## src/rtl/io_timer_irq_if.sv

```systemverilog
// io_timer_irq_if: dma_io peripheral bus slice seen by one device on the read-data chain.
interface io_timer_irq_if;
  logic        dma_io_we;
  logic [13:0] dma_io_wadr;
  logic [31:0] dma_io_wdata;
  logic [13:0] dma_io_radr;
  logic        dma_io_radr_en;
  logic [31:0] dma_io_rdata_in;
  logic [31:0] dma_io_rdata;
  modport master (
    output dma_io_we, dma_io_wadr, dma_io_wdata, dma_io_radr, dma_io_radr_en, dma_io_rdata_in,
    input  dma_io_rdata
  );
  modport slave (
    input  dma_io_we, dma_io_wadr, dma_io_wdata, dma_io_radr, dma_io_radr_en, dma_io_rdata_in,
    output dma_io_rdata
  );
endinterface

```

## src/rtl/io_timer_irq.sv

```systemverilog
// io_timer_irq: prescaled interval timer with compare, one-shot/auto-reload and level irq.
module io_timer_irq (
  input  logic           clk,
  input  logic           rst,
  io_timer_irq_if.slave  bus,
  output logic           timer_irq
);
  localparam logic [13:0] TIMER_BASE = 14'h3C00;
  logic        en_q, en_d, ie_q, ie_d, ar_q, ar_d, pend_q, pend_d, irq_q, irq_d, hit_q, hit_d;
  logic [15:0] pre_q, pre_d, ps_q, ps_d;
  logic [31:0] cnt_q, cnt_d, cmp_q, cmp_d, rdata_q, rdata_d;
  logic [13:0] woff, roff;
  logic        wsel, w_ctrl, w_pre, w_cnt, w_cmp, w_st, clr, tick, match;
  always_comb begin
    woff    = bus.dma_io_wadr - TIMER_BASE;
    roff    = bus.dma_io_radr - TIMER_BASE;
    wsel    = bus.dma_io_we && woff < 14'd5;
    w_ctrl  = wsel && woff[2:0] == 3'd0;
    w_pre   = wsel && woff[2:0] == 3'd1;
    w_cnt   = wsel && woff[2:0] == 3'd2;
    w_cmp   = wsel && woff[2:0] == 3'd3;
    w_st    = wsel && woff[2:0] == 3'd4;
    clr     = w_ctrl && bus.dma_io_wdata[3];
    tick    = en_q && ps_q == pre_q;
    match   = cnt_q == cmp_q;
    en_d    = w_ctrl ? bus.dma_io_wdata[0] : en_q;
    ie_d    = w_ctrl ? bus.dma_io_wdata[1] : ie_q;
    ar_d    = w_ctrl ? bus.dma_io_wdata[2] : ar_q;
    pre_d   = w_pre ? bus.dma_io_wdata[15:0] : pre_q;
    ps_d    = (!en_q || tick || w_pre || clr) ? 16'd0 : ps_q + 16'd1;
    // software writes beat the tick; the compare still uses the old count
    cnt_d   = w_cnt ? bus.dma_io_wdata :
              clr ? 32'd0 :
              !tick ? cnt_q :
              (match && ar_q) ? 32'd0 : cnt_q + 32'd1;
    cmp_d   = w_cmp ? bus.dma_io_wdata : cmp_q;
    pend_d  = (tick && match) || (pend_q && !(w_st && bus.dma_io_wdata[0]));
    irq_d   = pend_q && ie_q;
    hit_d   = bus.dma_io_radr_en && roff < 14'd5;
    rdata_d = roff[2:0] == 3'd0 ? {29'd0, ar_q, ie_q, en_q} :
              roff[2:0] == 3'd1 ? {16'd0, pre_q} :
              roff[2:0] == 3'd2 ? cnt_q :
              roff[2:0] == 3'd3 ? cmp_q : {30'd0, en_q, pend_q};
  end
  always_ff @(posedge clk) begin
    if (rst) begin
      en_q    <= 1'b0;
      ie_q    <= 1'b0;
      ar_q    <= 1'b0;
      pend_q  <= 1'b0;
      irq_q   <= 1'b0;
      hit_q   <= 1'b0;
      pre_q   <= '0;
      ps_q    <= '0;
      cnt_q   <= '0;
      cmp_q   <= '0;
      rdata_q <= '0;
    end else begin
      en_q    <= en_d;
      ie_q    <= ie_d;
      ar_q    <= ar_d;
      pend_q  <= pend_d;
      irq_q   <= irq_d;
      hit_q   <= hit_d;
      pre_q   <= pre_d;
      ps_q    <= ps_d;
      cnt_q   <= cnt_d;
      cmp_q   <= cmp_d;
      rdata_q <= rdata_d;
    end
  end
  assign bus.dma_io_rdata = hit_q ? rdata_q : bus.dma_io_rdata_in;
  assign timer_irq        = irq_q;
endmodule

```

## src/flat_wrapper.sv

```systemverilog
// flat-port wrapper written by rule: the top's interface ports become plain ports
module io_timer_irq_flat 
  (clk, rst, timer_irq, bus_dma_io_we, bus_dma_io_wadr, bus_dma_io_wdata, bus_dma_io_radr, bus_dma_io_radr_en, bus_dma_io_rdata_in, bus_dma_io_rdata);
  io_timer_irq_if bus_i ();
  input  logic clk;
  input  logic rst;
  output logic timer_irq;
  input wire logic [$bits(bus_i.dma_io_we)-1:0] bus_dma_io_we;
  input wire logic [$bits(bus_i.dma_io_wadr)-1:0] bus_dma_io_wadr;
  input wire logic [$bits(bus_i.dma_io_wdata)-1:0] bus_dma_io_wdata;
  input wire logic [$bits(bus_i.dma_io_radr)-1:0] bus_dma_io_radr;
  input wire logic [$bits(bus_i.dma_io_radr_en)-1:0] bus_dma_io_radr_en;
  input wire logic [$bits(bus_i.dma_io_rdata_in)-1:0] bus_dma_io_rdata_in;
  output wire logic [$bits(bus_i.dma_io_rdata)-1:0] bus_dma_io_rdata;
  assign bus_i.dma_io_we = bus_dma_io_we;
  assign bus_i.dma_io_wadr = bus_dma_io_wadr;
  assign bus_i.dma_io_wdata = bus_dma_io_wdata;
  assign bus_i.dma_io_radr = bus_dma_io_radr;
  assign bus_i.dma_io_radr_en = bus_dma_io_radr_en;
  assign bus_i.dma_io_rdata_in = bus_dma_io_rdata_in;
  assign bus_dma_io_rdata = bus_i.dma_io_rdata;
  io_timer_irq u_core (.clk(clk), .rst(rst), .bus(bus_i), .timer_irq(timer_irq));
endmodule
```

## config.mk

```make
export PLATFORM = sky130hd
export DESIGN_NAME = io_timer_irq_flat
export DESIGN_NICKNAME = d
export VERILOG_FILES = /design/src/rtl/io_timer_irq_if.sv /design/src/rtl/io_timer_irq.sv /design/src/flat_wrapper.sv
export SDC_FILE = /design/constraint.sdc
export NUM_CORES = 1
export LEC_CHECK = 0
export ABC_AREA = 1
export CORE_MARGIN = 2
export CORE_UTILIZATION = 45
export CTS_CLUSTER_SIZE = 14
export DETAILED_ROUTE_END_ITERATION = 12
export PLACE_DENSITY = 0.72
export SETUP_SLACK_MARGIN = 0.05
export SLEW_MARGIN = 40
export SYNTH_ARGS = -nofsm -noshare
export SYNTH_HDL_FRONTEND = slang
export SYNTH_SLANG_ARGS = --single-unit
```

## constraint.sdc

```tcl
create_clock -name clk -period 4.3 [get_ports clk]
set_clock_uncertainty 0.15 [all_clocks]
set_input_delay 1.075 -clock clk [delete_from_list [all_inputs] [get_ports clk]]
set_output_delay 1.075 -clock clk [all_outputs]
set_load 0.005 [all_outputs]
```

==> results of run 1 <==
==> synthesized netlist by cell type <==
library cell	number	share of area
o2111ai_2	1	0.0019
o21bai_1	1	0.00095
buf_4	2	0.0019
inv_2	5	0.0024
nand2_2	2	0.0016
mux2_2	32	0.046
nor3b_1	4	0.0038
o2111ai_1	1	0.0011
o211ai_1	1	0.00095
inv_1	134	0.064
clkbuf_1	32	0.015
ha_1	2	0.0032
nor4_2	1	0.0016
nand3_2	1	0.0013
buf_6	4	0.0057
and2_1	2	0.0016
and2_4	1	0.0011
xor2_1	36	0.040
nand2_1	238	0.11
nor4_1	1	0.00080
dfxtp_1	134	0.34
nand3b_1	8	0.0076
nor3_2	3	0.0038
nand4_1	9	0.0072
buf_1	3	0.0014
nor2_1	168	0.080
clkbuf_2	1	0.00064
a221oi_1	12	0.013
nor2_2	5	0.0040
xnor2_1	22	0.024
o21ai_1	6	0.0038
clkinv_1	1	0.00048
o22ai_1	4	0.0032
a21oi_1	106	0.067
buf_2	22	0.014
nand3_1	103	0.065
o21ai_0	49	0.031
a211oi_1	10	0.0095
nor3_1	21	0.013
==> flip-flops by register name (all words and copies together), names as in the netlist <==
name              cells
u_core.ar_q           1
u_core.cmp_q         32
u_core.cnt_q         32
u_core.en_q           1
u_core.hit_q          1
u_core.ie_q           1
u_core.pend_q         1
u_core.pre_q         16
u_core.ps_q          16
u_core.rdata_q       32
u_core.timer_irq      1
==> cells by family after synthesis <==
kind of cell | after synthesis
and+or+nand+nor | 567
AOI/OAI and AO/OA | 191
xor gates and xnor gates | 58
buffers and inverters | 204
DFF | 134
adders and majority gates | 2
muxes | 32
==> cell usage in the layout (no fill, tap or decap), types with 5 or more instances in the layout <==
cell type and n:
o21ai_1 6, buf_4 11, xnor2_1 22, a211oi_1 10, inv_2 6, a221oi_1 12
clkdlybuf4s50_1 128, xor2_1 36, nand2_1 238, nor2_2 5, clkbuf_16 17, nor3_1 21
nand3_1 102, o21ai_0 49, nand3b_1 8, nand4_1 9, dfxtp_1 134, mux2_2 32
a21oi_1 106, inv_1 133, nor2_1 168
==> stage by stage <==
step | cells | setup slack (ns) | hold slack, ns | instance area, µm² | util
after CTS | 1519 | 0.875 | 0.328 | 9790 | 0.570
after global routing | 1520 | 0.838 | 0.341 | 9810 | 0.571
after detailed placement | 1490 | 0.792 | 0.314 | 9260 | 0.539
final | 1520 | 0.888 | 0.323 | 9810 | 0.571
after global placement | 1489 | 0.755 | 0.304 | 9250 | 0.538
after floorplan | 1188 | 1.75 | 0.270 | 7870 | -
==> worst max path at each step <==
stage / start / endpoint / slack, ns / cells past startpoint
floorplan: bus_dma_io_rdata_in[0] / bus_dma_io_rdata[0] / 1.75 / 1
global placement: bus_dma_io_wadr[1] / u_core.cnt_q[4]$_SDFFE_PP0P_ / 0.75 / 11
detailed placement: bus_dma_io_wadr[1] / u_core.cmp_q[24]$_SDFFE_PP0P_ / 0.79 / 10
CTS: bus_dma_io_rdata_in[28] / bus_dma_io_rdata[28] / 0.87 / 3
finish: bus_dma_io_rdata_in[28] / bus_dma_io_rdata[28] / 0.89 / 3
global route: bus_dma_io_rdata_in[29] / bus_dma_io_rdata[29] / 0.84 / 3
==> critical path, delay by kind of cell <==
kind,cells,cell delay [ns]
buffers and inverters,2,0.85
multiplexers,1,0.26
==> layer usage <==
layer,global-route usage,up-vias,routed length [µm]
met5,0,-,0
met4,0.0787,0,375
met3,0.0515,31,1450
met2,0.383,246,9810
met1,0.318,3596,10000
li1,-,4023,-
==> area by class of cell <==
type / instances / share of cell area
Inverter: 140 / 0.0535
Sequential cell: 134 / 0.273
Clock inverter: 5 / 0.00510
Timing Repair Buffer: 142 / 0.145
Multi-Input combinational cell: 850 / 0.446
Clock buffer: 24 / 0.0491
Tap cell: 225 / 0.0287
==> report_power, final <==
part | switching (W) | internal, W
Combinational | 0.0000951 | 0.000131
Clock | 0.000518 | 0.000825
Sequential | 0.000000737 | 0.00125
==> results.txt, run 1 <==
- Die Wd: 136 µm
- After detailed routing, the number of remaining DRC violations is 0.
- 129 I/O pins were placed.
- Setup repair after global routing left no endpoint under its margin.
- The initial antenna violation count is 0.
- Number of nets in the finished design: 1383
- In the final layout, the share of cells above drive strength 1 is 0.0710.
- Combined global-route utilization of all metal layers: 0.239
* Most common cell type on the critical path: clkdlybuf4s50_1
* Multi-input gate area: 4370 µm²
- Startpoint Class: input port
* Count of port buffers added during placement: 128
* Final hold violation count: 0
* Final Max Tran Viols: 0
* Maximum number of pins on one net before global-route repair: 86
- In this run the register-to-register setup slack is 1.62 ns.
- The path with the worst hold slack has its endpoint at u_core.ie_q$_SDFFE_PP0P_.
- From synthesis to final layout, the design area changed by 24.7%.
* Maximum root-to-sink buffer count: 2
* Portion of netlist area occupied by mux cells: 0.0458
* Worst-Skew Late Latency: 0.43 ns
* Max Cap Violations: 0
- The Yosys step of the flow raised 0 warnings.
- The number of cells on the worst reg-to-reg path is 9.
* Global placer's final weighted congestion: 0.925
* TritonCTS Buffers: 17
- CP Max Fanout: 1
* Post-CTS setup repair buffer count: 0
- Starting utilization of the core area: 0.458
- CP Data Arrival Time: 2.19 ns
* Fillers: 1657
- Walking the worst path, the cells encountered are clkdlybuf4s50_1 > mux2_2 > clkdlybuf4s50_1.
- Slowest cell on crit path: clkdlybuf4s50_1
- The total area inside the core boundary comes to 17200 µm².
- Clock-pin slew was measured on the worst setup and hold paths at 0.05 ns.
* Post-detailed-routing wire length: 21700 µm
* Endpoint required time on the critical path: 3.07 ns
- Mapped Avg Cell Area: 6.63 µm²
- Height of the die: 136 µm
- When the netlist entered floorplanning its net count stood at 1286.
- Number of cells on the worst hold path: 2
- Count of different cell masters after synthesis: 39
* Cts repair resizes: 0
- In this run the static leakage power is 3.98 nW.
- The first detailed-routing pass took 6 iterations.
- Total number of vias: 7896
- Shortest clock period the worst path allows after layout: 3.41 ns
* Maximum ir drop on the vdd rail: 0.286 mV
- Adding up every negative setup slack in the final design gives 0 ns.
- Slew at the pin closest to its max-slew limit: 0.735 ns
- Highest clock frequency the design can meet: 0.293 GHz
* Overall power of the completed layout: 0.00282 W
* Via count of the first global-routing pass: 7188
- Kind of capture point of the worst setup path: output port
* Normalized max-slew margin: 0.509
- Of the total synthesized cell area, the portion taken by AND, OR, NAND and NOR gates is 0.307.
- After floorplanning, the core was divided into 48 placement rows.
- In this run the worst hold path is classified as reg -> reg.
- GRT overflow: 0
- CTS built an H-tree with a depth of 4.
* Largest family of logic cells by synthesized area: simple AND/OR/NAND/NOR gates
- Compound-Gate Fraction of Synth Area: 0.133
* Cell at the root of the clock tree: clkbuf_16
* Result of the run: finished clean
* Clock tree from TritonCTS: yes
* Count of final setup violators: 0
- CTS Hold Bufs: 0
* Global-route wire length before repair: 35100 µm
- Summing every instance area after synthesis gives 7870 µm².
- Number of DRC markers after the initial detailed-route iteration: 681
- In the routed layout, each cell is associated on average with a via count of 5.19.
- Post-DP HPWL: 15200 µm
- Count of state elements after synthesis: 134
- The critical path is of the in -> out type.
- The worst register-to-register path begins at u_core.cnt_q[3]$_SDFFE_PP0P_.
* Antenna diodes: 0
- Synthesized netlist cell count: 1188
- Remaining antenna violation count after routing: 0
- Part of the Yosys area used for sequential elements: 0.341
- The die covers 18600 µm².
- Fin crit share: 0.794
- The endpoint identified for the worst register-to-register timing path is u_core.cnt_q[0]$_SDFFE_PP0P_.
* PwrDens: 287 nW/µm²
* Min-delay src: u_core.ie_q$_SDFFE_PP0P_
- Clock net sink count: 134
- Register area: 2680 µm²
- Of the total synthesized cell area, the portion taken by XOR and XNOR cells is 0.0645.
* Fraction of the mapped netlist area in adder cells: 0.00318
- Critical Path Max Stage Delay: 0.45 ns
- Per-cell routed wire length: 14.2 µm
(Power assumes the default switching activity.)
==> run 2, diff against run 1 <==
--- a/config.mk
+++ b/config.mk
@@ -10,7 +10,7 @@
 export CORE_UTILIZATION = 45
 export CTS_CLUSTER_SIZE = 14
 export DETAILED_ROUTE_END_ITERATION = 12
-export PLACE_DENSITY = 0.72
+export PLACE_DENSITY = 0.75
 export SETUP_SLACK_MARGIN = 0.05
 export SLEW_MARGIN = 40
 export SYNTH_ARGS = -nofsm -noshare
==> constraint.sdc (replaced) <==
create_clock -name clk -period 2.9 [get_ports clk]
set_clock_uncertainty 0.15 [all_clocks]
set_input_delay 0.725 -clock clk [delete_from_list [all_inputs] [get_ports clk]]
set_output_delay 0.725 -clock clk [all_outputs]
set_load 0.005 [all_outputs]
==> results.txt, run 2 (synthesis gave the netlist of run 1 again) <==
* Most common cell after layout, fill and taps aside: nand2_1
- The number of cells upsized or downsized after cts is 0 (unchanged).
- Sum of negative setup slack: 0 ns (unchanged)
- Maximum ir drop on the vdd rail: 0.378 mV (+32%)
- Remaining antenna violation count after routing: 0 (unchanged)
- Power Internal: 0.00346 W (+57%)
- The max-slew headroom at the worst pin was 0.545 (+0.0367).
- The setup violation total in the final timing report came to 0 (unchanged).
* Slew at the pin closest to its max-slew limit: 0.682 ns (-0.0530 ns)
- The final hold violation count is 0 (unchanged).
- Final Max Tran Viols: 0 (unchanged)
- Crit path cell chain: clkdlybuf4s50_1 > mux2_2 > clkdlybuf4s50_1
* Commonest non-fill, non-tap cells in the layout: nand2_1, nor2_1, dfxtp_1, inv_1, clkdlybuf4s50_1
- CP Data Arrival Time: 1.83 ns (-0.36 ns)
* CTS Hold Bufs: 0 (unchanged)
- Max Cap Violations: 0 (unchanged)
- The fraction of power consumed by combinational cells was 0.078 (-0.002).
- Post-DP HPWL: 15400 µm (+1.5%)
* Most common cell type on the critical path: clkdlybuf4s50_1
* Placement Rows: 48 (unchanged)
- In the final layout, the registers with the most flip-flops are u_core.cmp_q (32), u_core.cnt_q (32), u_core.rdata_q (32).
- Number of nets in the finished design: 1392 (+0.65%)
- The required time reported for the critical path endpoint is 2.03 ns (-1.04 ns).
- Result of the run: finished clean
* Number of H-tree branching levels: 4 (unchanged)
- Starting utilization of the core area: 0.458 (unchanged)
* Height of the die: 136 µm (unchanged)
- Antenna diodes: 0 (unchanged)
- STA classifies the critical path startpoint as an input port.
- Critical Path Max Stage Delay: 0.45 ns (about the same)
- Worst-Skew Late Latency: 0.42 ns (about the same)
- Fraction of power spent switching nets: 0.212 (-0.00576)
* Setup repair after global routing missed its margin: false
- The largest net degree at the start of global routing was 97 (+13%).
- Via count of the first global-routing pass: 7336 (+2.1%)
- Among cell families on the critical path, the largest total delay comes from buffers and inverters.
* Number of antenna violations at the first check in global routing: 0 (unchanged)
- Signed area change from the synthesized netlist to the final layout: 26.9%
- The worst setup timing slack at the placement stage was 0.187 ns (-0.605 ns).
- The number of remaining DRC errors came to 0 (unchanged).
- The count of buffers inserted at the top-level ports was 128 (unchanged).
* Total number of vias: 8055 (+2.0%)
- Minimum setup slack in the final design: 0.197 ns (-0.691 ns)
- TritonCTS Buffers: 17 (unchanged)
- Maximum root-to-sink buffer count: 2 (unchanged)
- Via-to-Cell Ratio: 5.26 (+1.3%)
- The worst setup path is captured at an output port.
* Total net switching power: 0.000932 W (+52%)
* PwrDens: 439 nW/µm² (+53%)
- The power share of the sequential group is 0.421 (-0.022).
* Fin crit share: 0.932
- GRT overflow: 0 (unchanged)
- The path class of the tightest hold or removal check is reg -> reg.
- The tree is rooted in a clkbuf_16.
- Combined global-route utilization of all metal layers: 0.237 (-0.00116)
- The total I/O pin count was 129 (unchanged).
* Worst Setup Path Type: in -> out
* Clock input transition at the sequential cells of the worst setup and hold paths: 0.06 ns (about the same)
- Slowest cell on crit path: clkdlybuf4s50_1
* Die ar.: 18600 µm² (unchanged)
- Area inside the core boundary: 17200 µm² (unchanged)
- LEAKAGE: 4.05 nW (+1.9%)
- Derived from the worst setup path, the maximum achievable clock frequency is 0.370 GHz.
- The overall die width was 136 µm (unchanged).
- The largest fanout on the critical path is 1 (unchanged).
- The share of post-route cells with drive strength above 1 came to 0.0796 (+0.00859).
- Subtracting the final worst setup slack from the clock period gives 2.70 ns.
* Global placer's final weighted congestion: 0.933 (+0.82%)
- Clock net sink count: 134 (unchanged)
- The global-route wire length before repair was 35100 µm (+0.12%).
* Detailed Routing Iterations Pass 1: 5 (-1)
- Post-CTS setup repair buffer count: 0 (unchanged)
- Crit path buffers/inverters: 2 (unchanged)
* Clock group share of total power: 0.501 (+0.024)
- The number of DRC violations after detailed-routing iteration 0 came to 758 (+11%).
- TritonCTS built the clock tree.
- Per-cell routed wire length: 14.1 µm (-0.69%)
- The post-detailed-routing wire length was 21700 µm (about the same).
-- run 2: final timing paths --
check        slack [ns]                    startpoint                       endpoint  cells past startpoint
max                0.20       bus_dma_io_rdata_in[22]           bus_dma_io_rdata[22]                      3
max reg2reg        0.64  u_core.cnt_q[3]$_SDFFE_PP0P_  u_core.cnt_q[23]$_SDFFE_PP0P_                      9
min                0.31      u_core.ie_q$_SDFFE_PP0P_       u_core.ie_q$_SDFFE_PP0P_                      2
min reg2reg        0.31      u_core.ie_q$_SDFFE_PP0P_       u_core.ie_q$_SDFFE_PP0P_                      2
-- run 2: layout make-up --
class	instances	area [µm²]
Fill cell	1666	7180
Clock inverter	8	123
Multi-Input combinational cell	850	4370
Tap cell	225	282
Clock buffer	23	478
Sequential cell	134	2680
Inverter	140	526
Timing Repair Buffer	151	1530
-- run 2: per-layer routing --
| layer | routed length [µm] | vias up | part of all wire | global-route usage |
|---|---|---|---|---|
| li1 | - | 4050 | - | - |
| met1 | 9750 | 3702 | 0.45 | 0.315 |
| met2 | 10100 | 277 | 0.47 | 0.391 |
| met3 | 1480 | 26 | 0.068 | 0.0433 |
| met4 | 316 | 0 | 0.015 | 0.0747 |
| met5 | 0 | - | 0 | 0 |
-- run 2: power by group through the flow --
stage               logic [W]  clock network, W  registers [W]
floorplan            0.000109                 0        0.00189
global placement     0.000336                 0        0.00189
detailed placement   0.000341                 0        0.00189
CTS                  0.000343           0.00222        0.00185
global route         0.000371           0.00230        0.00185
finish               0.000342           0.00220        0.00185
-- run 2: worst min-delay path: stages, from the launching register on --
cell and delay (ns):
dfxtp_1 0.32, inv_1 0.05, a21oi_1 0.05
-- run 2: per-stage QoR --
step | total power [W] | cell area [µm²] | utilization | hold slack, ns | cells
6_report | 0.00439 | 9990 | 0.582 | 0.309 | 1531
5_1_grt | 0.00452 | 9990 | 0.582 | 0.340 | 1531
4_1_cts | 0.00441 | 9990 | 0.582 | 0.308 | 1531
3_5_place_dp | 0.00223 | 9390 | 0.547 | 0.300 | 1500
3_3_place_gp | 0.00222 | 9390 | 0.547 | 0.298 | 1500
2_1_floorplan | 0.00200 | 7870 | - | 0.270 | 1188
==> run 3, diff against run 2 <==
--- a/config.mk
+++ b/config.mk
@@ -7,10 +7,11 @@
 export LEC_CHECK = 0
 export ABC_AREA = 1
 export CORE_MARGIN = 2
-export CORE_UTILIZATION = 45
+export CORE_UTILIZATION = 47
+export CTS_BUF_LIST = sky130_fd_sc_hd__clkbuf_8
 export CTS_CLUSTER_SIZE = 14
 export DETAILED_ROUTE_END_ITERATION = 12
-export PLACE_DENSITY = 0.75
+export PLACE_DENSITY = 0.76
 export SETUP_SLACK_MARGIN = 0.05
 export SLEW_MARGIN = 40
 export SYNTH_ARGS = -nofsm -noshare
==> results.txt, run 3 (synthesis gave the netlist of run 1 again) <==
* Result of the run: finished clean
* Setup repair after global routing missed its margin: false
- Worst Setup Path Type: reg -> out
- The number of clock sinks seen by CTS came to 134 (unchanged).
- Highest clock frequency the design can meet: 0.366 GHz (-0.99%)
- Normalized max-slew margin: 0.536 (-0.00943)
- Cts repair resizes: 0 (unchanged)
- Fraction of final layout cells sized beyond drive strength 1: 0.0782 (-0.00147)
- The net count reported at finish came to 1393 (+0.072%).
- Placement Rows: 47 (-2.1%)
* Post-CTS setup repair buffer count: 0 (unchanged)
* Endpoint required time on the critical path: 2.03 ns (about the same)
* Via-to-Cell Ratio: 5.29 (+0.47%)
- Cell at the root of the clock tree: clkbuf_8
- Area inside the core boundary: 16500 µm² (-4.1%)
- Cell Area, Placed: 9390 µm² (about the same)
- The estimated wirelength of the detail-placed design is 15300 µm (-0.30%).
- Clock tree from TritonCTS: yes
- Top flop regs: u_core.cmp_q (32), u_core.cnt_q (32), u_core.rdata_q (32)
- STA classifies the critical path endpoint as an output port.
- The sum of buffers and inverters on the critical path is 2 (unchanged).
- Maximum number of pins on one net before global-route repair: 97 (unchanged)
- STA classifies the critical path startpoint as a flip-flop.
- Detailed Routing Iterations Pass 1: 5 (unchanged)
- Die ar.: 17800 µm² (-4.1%)
- The max capacitance violation total came to 0 (unchanged).
* Number of H-tree branching levels: 4 (unchanged)
* Worst-Skew Late Latency: 0.46 ns (+0.04 ns)
* Fillers: 1581 (-5.1%)
* Number of DRC markers after the initial detailed-route iteration: 741 (-2.2%)
- Met3 Resource Use GR: 0.0552 (+0.0119)
- The top cell types in the final layout, fill and taps aside, are nand2_1, nor2_1, inv_1, dfxtp_1, clkdlybuf4s50_1.
* Number of top-level design ports: 129 (unchanged)
* Final Max Tran Viols: 0 (unchanged)
- The height of the die is 133 µm (-2.1%).
* Slowest cell on crit path: clkdlybuf4s50_1
* PwrDens: 369 nW/µm² (-16%)
- The count of hold buffers inserted by post-cts repair is 0 (unchanged).
* Minimum setup slack in the final design: 0.170 ns (-0.0271 ns)
- The final-layout worst hold slack is 0.326 ns (+0.0178 ns).
* Number of antenna violations at the first check in global routing: 0 (unchanged)
- The total via count after detailed routing is 8061 (+0.074%).
* LEAKAGE: 3.97 nW (-2.1%)
- Compared with the post-synthesis result, the final layout area differs by 23.6%.
- Slew at the pin closest to its max-slew limit: 0.696 ns (+0.0141 ns)
- The area of all placed cells without fillers is 9730 µm² (-2.6%).
- The library cell used most frequently in the layout, excluding fill and tap cells, is nand2_1.
* TritonCTS Buffers: 17 (unchanged)
- Met1 GRT Util: 0.316 (about the same)
- Pre-CTS worst setup slack: 0.150 ns (-0.0369 ns)
- Final hold violation count: 0 (unchanged)
- The final period demand of the worst path came to 2.73 ns (+0.0271 ns).
* Maximum ir drop on the vdd rail: 0.280 mV (-26%)
* Crit path cell chain: buf_12 > mux2_2 > clkdlybuf4s50_1
* Routing usage on met2: 0.401 (+0.0106)
- The worst hold path belongs to the class reg -> reg.
- The number of global-route vias before repair is 7495 (+2.2%).
- The count of nets left with antenna violations after detail routing is 0 (unchanged).
- CP Max Fanout: 32 (+31)
* Most Crowded Layer GR: met2
* Count of final setup violators: 0 (unchanged)
- Die Wd: 133 µm (-2.1%)
- CP Data Arrival Time: 1.86 ns (+0.03 ns)
- Starting utilization of the core area: 0.478 (+0.0198)
- The final-layout setup total negative slack was 0 ns (unchanged).
- The final weighted congestion of routability-driven global placement came to 0.921 (-1.3%).
- Combined global-route utilization of all metal layers: 0.244 (+0.00620)
- The clock-pin slew of the registers on the worst-case setup and hold paths came to 0.07 ns (about the same).
- The routed wirelength normalized by instance count was 14.1 µm (-0.58%).
- Count of port buffers added during placement: 128 (unchanged)
- The number of remaining DRC errors was 0 (unchanged).
* Critical Path Max Stage Delay: 0.45 ns (about the same)
- The post-detailed-routing wire length was 21400 µm (-0.97%).
* Fin crit share: 0.941 (+0.00934)
- Largest delay share family, worst path: buffers and inverters
* Maximum root-to-sink buffer count: 2 (unchanged)
- The final global-route overflow total came to 0 (unchanged).
- Antenna diodes: 0 (unchanged)
* Global-route wire length before repair: 35200 µm (+0.29%)
-- run 3: changes by cell type in the layout (fill, tap and decap cells not counted), moves of 2 or more --
cell / before / now
clkinv_2: 2 / 4
bufinv_16: 3 / 1
clkbuf_16: 17 / 0
inv_1: 133 / 137
clkinvlp_4: 3 / 0
clkbuf_1: 3 / 0
clkbuf_8: 3 / 20
-- run 3: power by group --
group          switching [W]  leakage [nW]  internal [W]
logic               0.000141          2.69      0.000201
registers         0.00000106          1.08       0.00184
clock network       0.000696         0.195      0.000711
total               0.000838          3.97       0.00276
-- run 3: worst paths after layout --
path                                 from                       endpoint  slack (ns)  cells past startpoint
max reg2reg  u_core.cnt_q[0]$_SDFFE_PP0P_  u_core.cnt_q[26]$_SDFFE_PP0P_        0.64                      9
max               u_core.hit_q$_SDFF_PP0_            bus_dma_io_rdata[9]        0.17                      3
min reg2reg      u_core.ie_q$_SDFFE_PP0P_    u_core.timer_irq$_SDFF_PP0_        0.33                      2
min              u_core.ie_q$_SDFFE_PP0P_    u_core.timer_irq$_SDFF_PP0_        0.33                      2
-- run 3: metal layers --
layer	share of wire	vias to the layer above	routed length, µm
li1	-	4035	-
met1	0.44	3710	9520
met2	0.46	284	9970
met3	0.073	32	1570
met4	0.018	0	391
met5	0	-	0
-- run 3: worst reg2reg max path: stages, from the launching register on --
cell and delay [ns]:
dfxtp_1 0.40, ha_1 0.21, nand2_1 0.08, nor2_2 0.15, nand2_1 0.17, nor2_1 0.35, nand3_1 0.25, xor2_1 0.19
nand3_1 0.09, a21oi_1 0.14
-- run 3: layout make-up --
cell class	count	area, µm²	area share
timing repair buffer	152	1540	0.158
clock buffer	20	275	0.0283
tap	220	275	0.0283
sequential	134	2680	0.276
clock inverter	9	65.1	0.00668
multi-input combinational	850	4370	0.449
inverter	140	526	0.0540
-- run 3: metrics by stage --
stage	cells	utilization	total power, W
after floorplan	1188	-	0.00200
after global placement	1496	0.571	0.00222
after detailed placement	1496	0.571	0.00223
after CTS	1525	0.591	0.00361
after global routing	1525	0.591	0.00370
final	1525	0.591	0.00359
==> variant: new RTL, config.mk and constraints of run 2 <==
`rdata_q` no longer has a reset.
--- a/src/rtl/io_timer_irq.sv
+++ b/src/rtl/io_timer_irq.sv
@@ -54,7 +54,6 @@
       ps_q    <= '0;
       cnt_q   <= '0;
       cmp_q   <= '0;
-      rdata_q <= '0;
     end else begin
       en_q    <= en_d;
       ie_q    <= ie_d;
@@ -66,8 +65,11 @@
       ps_q    <= ps_d;
       cnt_q   <= cnt_d;
       cmp_q   <= cmp_d;
-      rdata_q <= rdata_d;
     end
+  end
+
+  always_ff @(posedge clk) begin
+    rdata_q <= rdata_d;
   end
   assign bus.dma_io_rdata = hit_q ? rdata_q : bus.dma_io_rdata_in;
   assign timer_irq        = irq_q;
Check against the original RTL: same outputs for any inputs over 4 cycles, from zero or initial values and one cycle with rst high; that may be too few to reach the edited logic, so the function may still have changed.
==> variant against run 2 <==
Synthesized area shrank 2.6%. Design area is 2.5% lower. Wire length decreased by 5.4%. Power decreased by 0.54%. Setup slack worse by 0.012 ns. Sequential cell count unchanged. Largest cell class unchanged.
==> variant: results (changes against run 2) <==
Max VDD drop - 416 uV (+10%)
dpl cells - 1444 (-3.7%)
clk buf depth - 2 (unchanged)
CTS Sinks - 134 (unchanged)
Placement Cell Area - 9130 um^2 (-2.8%)
DR iter-0 viols - 604 (-20%)
clock-cell share of area - 0.0620 (+0.00192)
largest net degree at the start of global routing - 94 (-3.1%)
P_leak - 4.00 nW (-1.2%)
hold_sp - u_core.ps_q[0]
# resized after CTS - 1 (+1)
worst reg2reg startpoint - u_core.cnt_q[0]
CLK BUF - 19 (-17%)
Post-layout nets - 1342 (-3.6%)
top post-synthesis cells by count - nand2_1 (237), inv_1 (162), nor2_1 (149)
post-synthesis sequential area ratio - 0.350 (+0.00912)
WL/cell - 13.9 um (-1.9%)
synth top area cells - dfxtp_1 (35%), nand2_1 (12%), inv_1 (7.9%)
Yosys Warn Count - 0 (unchanged)
# Post-CTS Setup Buffers - 0 (unchanged)
Placer Congestion - 0.916 (-1.8%)
pre-CTS setup slack - 0.155 ns (-0.0325 ns)
sequential share of cell area - 0.276 (+0.00724)
Global Route Usage Sum - 0.237 (-0.000764)
clk_lat worst skew - 0.44 ns (+0.02 ns)
post-synth cell types - 36 (-7.7%)
Worst slew margin - 0.559 (+0.0133)
inverter count - 167 (+19%)
most frequent cell after synthesis - nand2_1
critical path startpoint - bus_dma_io_rdata_in[15]
non-clk buf share - 0.150 (-0.00251)
Via density - 5.14 (-2.3%)
final wirelength - 20500 um (-5.4%)
final instance area - 9740 um^2 (-2.5%)
layout cells sized above 1 - 0.0819 (+0.00231)
fraction of area in multi-input gates - 0.419 (-0.0185)
Antenna Cells - 0 (unchanged)
max-slew violations - 0 (unchanged)
comb_multi_in - 778 (-8.5%)
bufs w/o clock - 146 (-3.3%)
CORE AREA - 16600 um^2 (-3.1%)
hpwl dp - 14700 um (-4.2%)
syn nets - 1234 (-4.0%)
number of filler cells placed in the layout - 1548 (-7.1%)
first-pass GRT wire length - 34700 um (-1.2%)
Mapped Cells - 1136 (-4.4%)
CP arrival - 1.84 ns
initial antenna violation count - 0 (unchanged)
status - finished clean
CP Max Fanout - 1 (unchanged)
vias in the first global route - 7295 (-0.56%)
## variant: changes by cell type after synthesis, moves of 6 or more
cell	before	now
nor2_1	168	149
nand3_1	103	93
nand3b_1	8	1
inv_1	134	162
o22ai_1	4	20
a21oi_2	0	9
a211oi_1	10	32
o21ai_1	6	0
a221oi_1	12	0
a21oi_1	106	78
o221ai_1	0	14
o21ai_0	49	23
xor2_1	36	29
## variant: final timing paths
kind / cells after the start / to / slack [ns]
worst max-delay path: 3 / bus_dma_io_rdata[15] / 0.19
worst min-delay path: 1 / u_core.ps_q[0] / 0.33
worst max register to register: 9 / u_core.cnt_q[26] / 0.65
worst min register to register: 1 / u_core.ps_q[0] / 0.33
## variant: power breakdown
group | internal (W) | total, W | switching, W | leakage (nW)
clock | 0.00136 | 0.00222 | 0.000865 | 0.277
combinational | 0.000186 | 0.000301 | 0.000114 | 2.65
sequential | 0.00184 | 0.00184 | 0.000000301 | 1.08
total | 0.00339 | 0.00437 | 0.000979 | 4.00
## variant: cell families after synthesis
| logic type | count (synthesis) | share of synthesized area |
|---|---|---|
| AO/OA/AOI/OAI | 180 | 0.146 |
| adder cells (fa/ha/maj) | 2 | 0.00326 |
| buffers and inverters | 224 | 0.118 |
| flip-flops | 134 | 0.350 |
| XOR/XNOR | 49 | 0.0560 |
| multiplexers | 32 | 0.0470 |
| AND/OR/NAND/NOR | 515 | 0.280 |
## variant: metal layers
layer / share of wire / vias up / global-route usage
met2: 0.46 / 221 / 0.385
met1: 0.46 / 3444 / 0.307
met3: 0.057 / 45 / 0.0462
met5: 0 / - / 0
li1: - / 3881 / -
met4: 0.027 / 0 / 0.101
## variant: critical path, stage by stage
cell,delay [ns]
clkdlybuf4s50_1,0.40
mux2_2,0.27
clkdlybuf4s50_1,0.45
